$ cat config.mk
export PLATFORM = sky130hd
export DESIGN_NAME = driver_pattern_stage
export DESIGN_NICKNAME = d
export VERILOG_FILES = /design/src/rtl/driver_pattern_stage_pkg.sv /design/src/rtl/driver_pattern_stage_active_edge_detect.sv /design/src/rtl/driver_pattern_stage.sv
export SDC_FILE = /design/constraint.sdc
export NUM_CORES = 1
export LEC_CHECK = 0
export BUFFER_PORTS_ARGS = -buffer_cell sky130_fd_sc_hd__buf_2
export CAP_MARGIN = 20
export CORE_ASPECT_RATIO = 0.5
export CORE_MARGIN = 8
export CORE_UTILIZATION = 50
export DETAILED_ROUTE_END_ITERATION = 8
export PLACE_DENSITY = 0.76
export SKIP_LAST_GASP = 1
export SYNTH_ARGS = -nofsm -noshare
export SYNTH_HDL_FRONTEND = slang
export SYNTH_HIERARCHICAL = 1
export SYNTH_SLANG_ARGS = --single-unit
$ cat constraint.sdc
create_clock -name clock -period 2.2 [get_ports clock]
set_input_delay 0.44 -clock clock [delete_from_list [all_inputs] [get_ports clock]]
set_output_delay 0.44 -clock clock [all_outputs]
set_load 0.03 [all_outputs]
$ cat src/rtl/driver_pattern_stage_pkg.sv
// Shared definitions for the driver pattern stage: FSM states and memory bank selects.
package driver_pattern_stage_pkg;

    typedef enum logic [2:0] {
        ST_IDLE     = 3'd0,
        ST_READ_ROW = 3'd1,
        ST_READ_COL = 3'd2,
        ST_CAPTURE  = 3'd3,
        ST_DEAD     = 3'd4,
        ST_DRIVE    = 3'd5
    } state_t;

    // Bank bit prepended to the word address on mem_address.
    localparam logic BANK_ROW = 1'b0;
    localparam logic BANK_COL = 1'b1;

endpackage

$ cat src/rtl/driver_pattern_stage_active_edge_detect.sv
// Rise detector: flags a 0->1 transition of signal_in against its registered previous value.
module active_edge_detect (
    input  logic clock,
    input  logic reset_n,
    input  logic signal_in,
    output logic rise
);

    logic prev_q;

    always_ff @(posedge clock or negedge reset_n) begin
        if (!reset_n) begin
            prev_q <= 1'b0;
        end else begin
            prev_q <= signal_in;
        end
    end

    assign rise = signal_in & ~prev_q;

endmodule

$ cat src/rtl/driver_pattern_stage.sv
// Loads row/column pattern words from memory, applies per-channel select and inversion,
// and drives complementary outputs after a programmable all-off dead time.
module driver_pattern_stage
    import driver_pattern_stage_pkg::*;
#(
    parameter int MEM_ADDRESS_LENGTH = 7,
    parameter int NUM_OF_DRIVERS     = 16,
    parameter int DEAD_TIME_WIDTH    = 8
) (
    input  logic                            clock,
    input  logic                            reset_n,
    input  logic                            output_active,
    input  logic                            update_cycle_complete,
    input  logic [MEM_ADDRESS_LENGTH-1:0]   row_select,
    input  logic [MEM_ADDRESS_LENGTH-1:0]   col_select,
    input  logic [NUM_OF_DRIVERS-1:0]       inverter_select,
    input  logic [NUM_OF_DRIVERS-1:0]       row_col_select,
    input  logic [DEAD_TIME_WIDTH-1:0]      dead_time,
    output logic [MEM_ADDRESS_LENGTH:0]     mem_address,
    output logic                            mem_read_n,
    input  logic [NUM_OF_DRIVERS-1:0]       mem_data,
    output logic [NUM_OF_DRIVERS-1:0]       driver_p,
    output logic [NUM_OF_DRIVERS-1:0]       driver_n,
    output logic                            busy
);

    localparam logic [DEAD_TIME_WIDTH-1:0] DT_ONE = DEAD_TIME_WIDTH'(1);

    state_t                          state;
    logic                            active_rise;
    logic                            abort;
    logic [MEM_ADDRESS_LENGTH-1:0]   col_sel_q;
    logic [NUM_OF_DRIVERS-1:0]       inv_sel_q;
    logic [NUM_OF_DRIVERS-1:0]       rcs_sel_q;
    logic [NUM_OF_DRIVERS-1:0]       row_word;
    logic [NUM_OF_DRIVERS-1:0]       pattern_q;
    logic [NUM_OF_DRIVERS-1:0]       pattern_next;
    logic [DEAD_TIME_WIDTH-1:0]      dead_cnt;

    active_edge_detect u_active_edge (
        .clock     (clock),
        .reset_n   (reset_n),
        .signal_in (output_active),
        .rise      (active_rise)
    );

    assign abort = ~output_active | update_cycle_complete;

    // Column word arrives on mem_data during CAPTURE; row word was stored a cycle earlier.
    always_comb begin
        pattern_next = ((rcs_sel_q & mem_data) | (~rcs_sel_q & row_word)) ^ inv_sel_q;
    end

    always_ff @(posedge clock or negedge reset_n) begin
        if (!reset_n) begin
            state       <= ST_IDLE;
            col_sel_q   <= '0;
            inv_sel_q   <= '0;
            rcs_sel_q   <= '0;
            row_word    <= '0;
            pattern_q   <= '0;
            dead_cnt    <= '0;
            mem_address <= '0;
            mem_read_n  <= 1'b1;
            driver_p    <= '0;
            driver_n    <= '0;
            busy        <= 1'b0;
        end else if (state == ST_IDLE) begin
            driver_p   <= '0;
            driver_n   <= '0;
            mem_read_n <= 1'b1;
            if (active_rise && !update_cycle_complete) begin
                // Row address is consumed on this edge, so only the later-used selects are held.
                col_sel_q   <= col_select;
                inv_sel_q   <= inverter_select;
                rcs_sel_q   <= row_col_select;
                mem_address <= {BANK_ROW, row_select};
                mem_read_n  <= 1'b0;
                busy        <= 1'b1;
                state       <= ST_READ_ROW;
            end
        end else if (abort) begin
            state      <= ST_IDLE;
            busy       <= 1'b0;
            mem_read_n <= 1'b1;
            driver_p   <= '0;
            driver_n   <= '0;
        end else begin
            case (state)
                ST_READ_ROW: begin
                    mem_address <= {BANK_COL, col_sel_q};
                    mem_read_n  <= 1'b0;
                    state       <= ST_READ_COL;
                end
                ST_READ_COL: begin
                    row_word   <= mem_data;
                    mem_read_n <= 1'b1;
                    state      <= ST_CAPTURE;
                end
                ST_CAPTURE: begin
                    pattern_q <= pattern_next;
                    if (dead_time == '0) begin
                        driver_p <= pattern_next;
                        driver_n <= ~pattern_next;
                        state    <= ST_DRIVE;
                    end else begin
                        dead_cnt <= dead_time;
                        state    <= ST_DEAD;
                    end
                end
                ST_DEAD: begin
                    if (dead_cnt == DT_ONE) begin
                        driver_p <= pattern_q;
                        driver_n <= ~pattern_q;
                        state    <= ST_DRIVE;
                    end else begin
                        dead_cnt <= dead_cnt - DT_ONE;
                    end
                end
                ST_DRIVE: begin
                    driver_p <= pattern_q;
                    driver_n <= ~pattern_q;
                end
                default: begin
                    state    <= ST_IDLE;
                    busy     <= 1'b0;
                    driver_p <= '0;
                    driver_n <= '0;
                end
            endcase
        end
    end

endmodule

Yosys cells after proc, flatten, opt, wreduce, memory -nomap -nowiden
Index checks and enable logic that the tools add are counted.
Cells by class
  add/sub/neg operators: 1
  multipliers: 0
  divide/modulo/power cells: 0
  order comparisons: 0
  equality and inequality tests: 15
  shift-type cells: 0
  multiplexer cells: 31
  bitwise operators: 13
  reduce and logical (&&, ||, !) cells: 17
Operators by type and width (count)
  two-way mux 16 bit: 8
  one-hot mux 16 bit (4 select lines): 2
  two-way mux 8 bit: 6
  inverter 16 bit: 3
  AND 16 bit: 2
  bitwise OR 16 bit: 1
  one-hot mux 8 bit (2 select lines): 1
  bitwise XOR 16 bit: 1
  one-hot mux 3 bit (5 select lines): 1
  AND reduction 3 bit: 5
  two-way mux 3 bit: 4
  == test 8 x 1 -> 1 bit (second input constant): 1
  logical NOT 8 bit: 1
  two-way mux 1 bit: 8
  != test 4 bit (second input constant): 2
  subtractor 8 x 1 -> 8 bit (second input constant): 1
  == test 3 x 2 -> 1 bit (second input constant): 2
  == test 3 bit (second input constant): 2
  != test 3 x 1 -> 1 bit (second input constant): 2
  AND reduction 5 bit: 1
  OR reduction 5 bit: 1
  != test 2 x 1 -> 1 bit (second input constant): 2
  != test 2 bit (second input constant): 2
  inverter 1 bit: 4
  other kinds (12): 14
Word-level totals
  register bits: 125
  bits in latches: 0
  RAM bits: 0
  memory bits (read-only): 0
  input port bits: 74
  output and inout bits: 42
  word-level logic and storage cells: 90
  memories kept: 0

Longest topological paths before layout
  word-level depth: 9
  depth in mapped cells: 8
  gate-level depth less buffers: 6

By module
Netlist, hierarchy kept.
By module, submodules not included
  driver_pattern_stage: times used 1, cells each 443, area each 5831.8 µm², sequential area each 3104.2 µm²
  active_edge_detect: times used 1, cells each 2, area each 38.8 µm², sequential area each 25.0 µm²

Worst setup path before layout
OpenSTA, ideal clock, no wires.
  path kind: register to register
  start: register state[0]
  end: register col_sel_q[0]
  arrival: 1.975 ns
  data required time: 2.075 ns
  path slack: 0.099 ns
  cell stages (with the launch flop): 8
  buffers on the path: 4
  clock period less this slack: 2.101 ns
  cell sequence: dfrtp_1 > buf_6 > or3_4 > buf_6 > or3b_1 > buf_6 > buf_12 > mux2_4
On the way
  longest elaborated chain between the ends: 2
Ends and longest elaborated chain
  start, declared: line driver_pattern_stage.sv:29  | state_t state;
  start signal, assigned: line driver_pattern_stage.sv:56  | state <= ST_IDLE;
  start signal, assigned: line driver_pattern_stage.sv:80  | state <= ST_READ_ROW;
  start signal, assigned: line driver_pattern_stage.sv:83  | state <= ST_IDLE;
  logical NOT 3 bit: line driver_pattern_stage.sv:68  | end else if (state == ST_IDLE) begin
  AND reduction 2 bit (no line)
  end signal, assigned: line driver_pattern_stage.sv:74  | col_sel_q <= col_select;
  end, declared: line driver_pattern_stage.sv:32  | logic [MEM_ADDRESS_LENGTH-1:0] col_sel_q;
Every way passes these cells.
A chain may end at the register's enable or synchronous reset.

Final worst setup path
  start: register dead_cnt[4]
  end: register driver_p[8]
On the way
  longest elaborated chain between the ends: 3
Ends and longest elaborated chain
  start, declared: line driver_pattern_stage.sv:38  | logic [DEAD_TIME_WIDTH-1:0] dead_cnt;
  start signal, assigned: line driver_pattern_stage.sv:107  | dead_cnt <= dead_time;
  start signal, assigned: line driver_pattern_stage.sv:117  | dead_cnt <= dead_cnt - DT_ONE;
  == test 8 x 1 -> 1 bit: line driver_pattern_stage.sv:112  | if (dead_cnt == DT_ONE) begin
  != test 4 bit (no line)
  AND reduction 3 bit (no line)
  end signal, assigned: line driver_pattern_stage.sv:103  | driver_p <= pattern_next;
  end signal, assigned: line driver_pattern_stage.sv:113  | driver_p <= pattern_q;
  end signal, assigned: line driver_pattern_stage.sv:121  | driver_p <= pattern_q;
  end, declared: line driver_pattern_stage.sv:22  | output logic [NUM_OF_DRIVERS-1:0] driver_p,
Every way passes these cells.

==> flow_summary.yaml <==
grt:
  antenna_found_initial: 0
  overflow: 0
  grtUsageTotal_pct: 17.9
  grt_pass1_vias: 4391
  grt_start_max_net_pins: 49
  grt_pass1_wl_um: 22300
setup_path:
  cp_max_fo: 32
  crit_start: "dead_cnt[4]"
  start_kind: "flip-flop"
  r2r-start: "dead_cnt[4]"
  worstPathArrival_ns: 2.35
  path_class: "flip-flop to flip-flop"
  cp-end-kind: "flip-flop"
  cp.required_ns: 2.48
floorplan:
  fp.dieH_um: 92.6
  initial_core_util_pct: 50.5
  die_w_um: 169
  dieArea_um2: 15700
  rows: 28
  core_region_area_um2: 11600
  ios: 116
cts:
  hold_buffers: 0
  cts_setup_buffers: 0
  ctsRootBufferMaster: "clkbuf_16"
  clk_latency_ns: 0.41
  cts_buffer_depth: 2
  cts_tree: "yes"
  cts_sinks: 125
  cts_max_level: 4
  numCtsBuffers: 17
  ctsResizeCount: 0
  clk_pin_slew_ns: 0.06
layout:
  regArea_um2: 3130
  nets: 653
  layout-drive-gt1-share_pct: 45.0
  fillers: 934
  diodes: 0
  multiInputGateArea_um2: 2540
  stdcell_area_um2: 7290
  syn_to_final_growth_pct: 24.2
  final_util_pct: 62.7
yosys:
  synth_flop_cell: "dfrtp_1"
  synth-edff-count: 0
  ys_seq_area_share_pct: 53.3
  ys_types: 48
  syn_inst: 445
  syn_nets: 522
  synth_area_um2: 5870
  avgSynthCellArea_um2: 13.2
  yosysTopAreaCell: "dfrtp_1"
  netlist_top_cells_area: "dfrtp_1 (53%), mux2_2 (9.4%), mux2_4 (9.2%)"
  yosysWarnings: 6
  postSynth.asyncResetShare_pct: 100
  synth_top_area_share_pct: 52.9
  synth_seq_cells: 125
flow_run:
  cap_violations: 0
pwr:
  max-vdd-ir-drop_uv: 520
  finalPower_w: 0.00691
  p_leak_nw: 3.64
  power.density_nw_per_um2: 948
run_status:
  outcome: "complete, no violations"
min_path:
  hold_path.class: "input pin to async pin"
timing:
  clock_skew_ns: 0.00634
  finalCritPeriodShare_pct: 93.9
  setup_tns_ns: 0
  setup_viol: 0
  grt_setup_unrepaired: "no"
  fmax_ghz: 0.484
  finalHoldViolations: 0
  max_slew.worst_pin.slew_ns: 0.785
  fin_crit_ns: 2.07
  drv_slew: 0
  relSlewSlack_pct: 47.6
place:
  dp_hpwl_um: 9450
  dpl-instance-area_um2: 6690
  place_congestion: 0.800
  port_buffers: 115
route:
  drt_pass1_iterations: 4
  wl_um: 13600
  initialDrtViolationCount: 257
  ant_nets: 0
  viasPerCell: 5.32
  vias: 4013
  drcViolationCount: 0
  routedWlPerCell_um: 18.0
sequential cells by signal, indices dropped and copies added, names as in the netlist:
register / flops
busy: 1
col_sel_q: 7
dead_cnt: 8
driver_n: 16
driver_p: 16
inv_sel_q: 16
mem_address: 8
mem_read_n: 1
pattern_q: 16
rcs_sel_q: 16
row_word: 16
state: 3
u_active_edge/prev_q: 1
power breakdown:
group | switching, W | internal, W
combinational | 0.000584 | 0.000602
sequential | 0.000234 | 0.00265
clock | 0.00101 | 0.00183
total | 0.00183 | 0.00509
stage by stage:
step / setup WS (ns) / hold slack (ns) / std cells
finish: 0.134 / 0.0117 / 754
global route: 0.00532 / 0.0370 / 754
CTS: 0.140 / 0.0216 / 754
detailed placement: 0.174 / 0.454 / 722
global placement: 0.0325 / 0.444 / 721
floorplan: 0.0994 / 0.144 / 445
cell families (layout without fill, tap and decap cells):
group                    count (synthesis)  in the layout  synth area share [%]
AO/OA/AOI/OAI                           88             88                  10.7
multiplexers                           112            112                  23.3
adder cells (fa/ha/maj)                  3              3                 0.639
AND/OR/NAND/NOR                         69             69                  6.03
buffers and inverters                   31            175                  3.52
flip-flops                             125            125                  53.3
XOR/XNOR                                17             17                  2.54
cell type report:
class | instances | share of cell area (%)
timing repair buffer | 139 | 11.0
clock inverter | 11 | 1.94
sequential | 125 | 42.9
inverter | 4 | 0.206
tap | 165 | 2.83
clock buffer | 21 | 6.31
multi-input combinational | 289 | 34.8
layout by cell type (no fill, tap or decap), drive strengths merged, types with 2 or more instances in the layout:
master	count
mux2i	24
nor4	4
dfrtp	124
or3	2
clkinv	5
a21oi	15
o22ai	4
nor2	15
nor3b	2
xor2	16
buf	139
mux2	88
ha	3
inv	4
or3b	3
o2bb2ai	38
nand2	24
nor3	7
o21ai	23
nor2b	3
bufinv	3
clkbuf	21
clkinvlp	3
nand3	3
metal layers:
layer	track usage (%)	up-vias	part of all wire [%]
met5	0	-	0
met4	4.97	0	0.97
met3	5.65	12	4.5
met2	32.6	67	53
met1	20.0	2040	42
li1	-	1894	-
critical path: stages (launching register included):
cell      delay (ns)
dfrtp_1         0.45
nor4_1          0.45
a311oi_2        0.20
nor3_4          0.23
buf_12          0.23
mux2_2          0.36
final timing paths:
check	to	cells after the start	slack [ns]
worst max-delay path	driver_p[8]	5	0.13
worst min-delay path	rcs_sel_q[4]	1	0.01
worst max register to register	driver_p[8]	5	0.13
worst min register to register	mem_address[7]	2	0.48
max in group asynchronous	driver_n[1]	2	1.47
min in group clock	u_active_edge/prev_q	1	0.21
synth_stat cells, types with 3 or more instances:
library cell and count:
clkbuf_1 12, xor2_1 16, mux2_4 36, nor3_1 6
o2bb2ai_1 38, buf_12 3, nor4_1 4, mux2_2 49
nand2_1 24, nand3_1 3, dfrtp_1 124, mux2i_1 24
mux2_1 3, o22ai_1 4, ha_1 3, o21ai_0 23
buf_2 6, inv_1 4, a21oi_1 15, buf_6 4
nor2_1 14
Power figures use the tool's default switching activity.
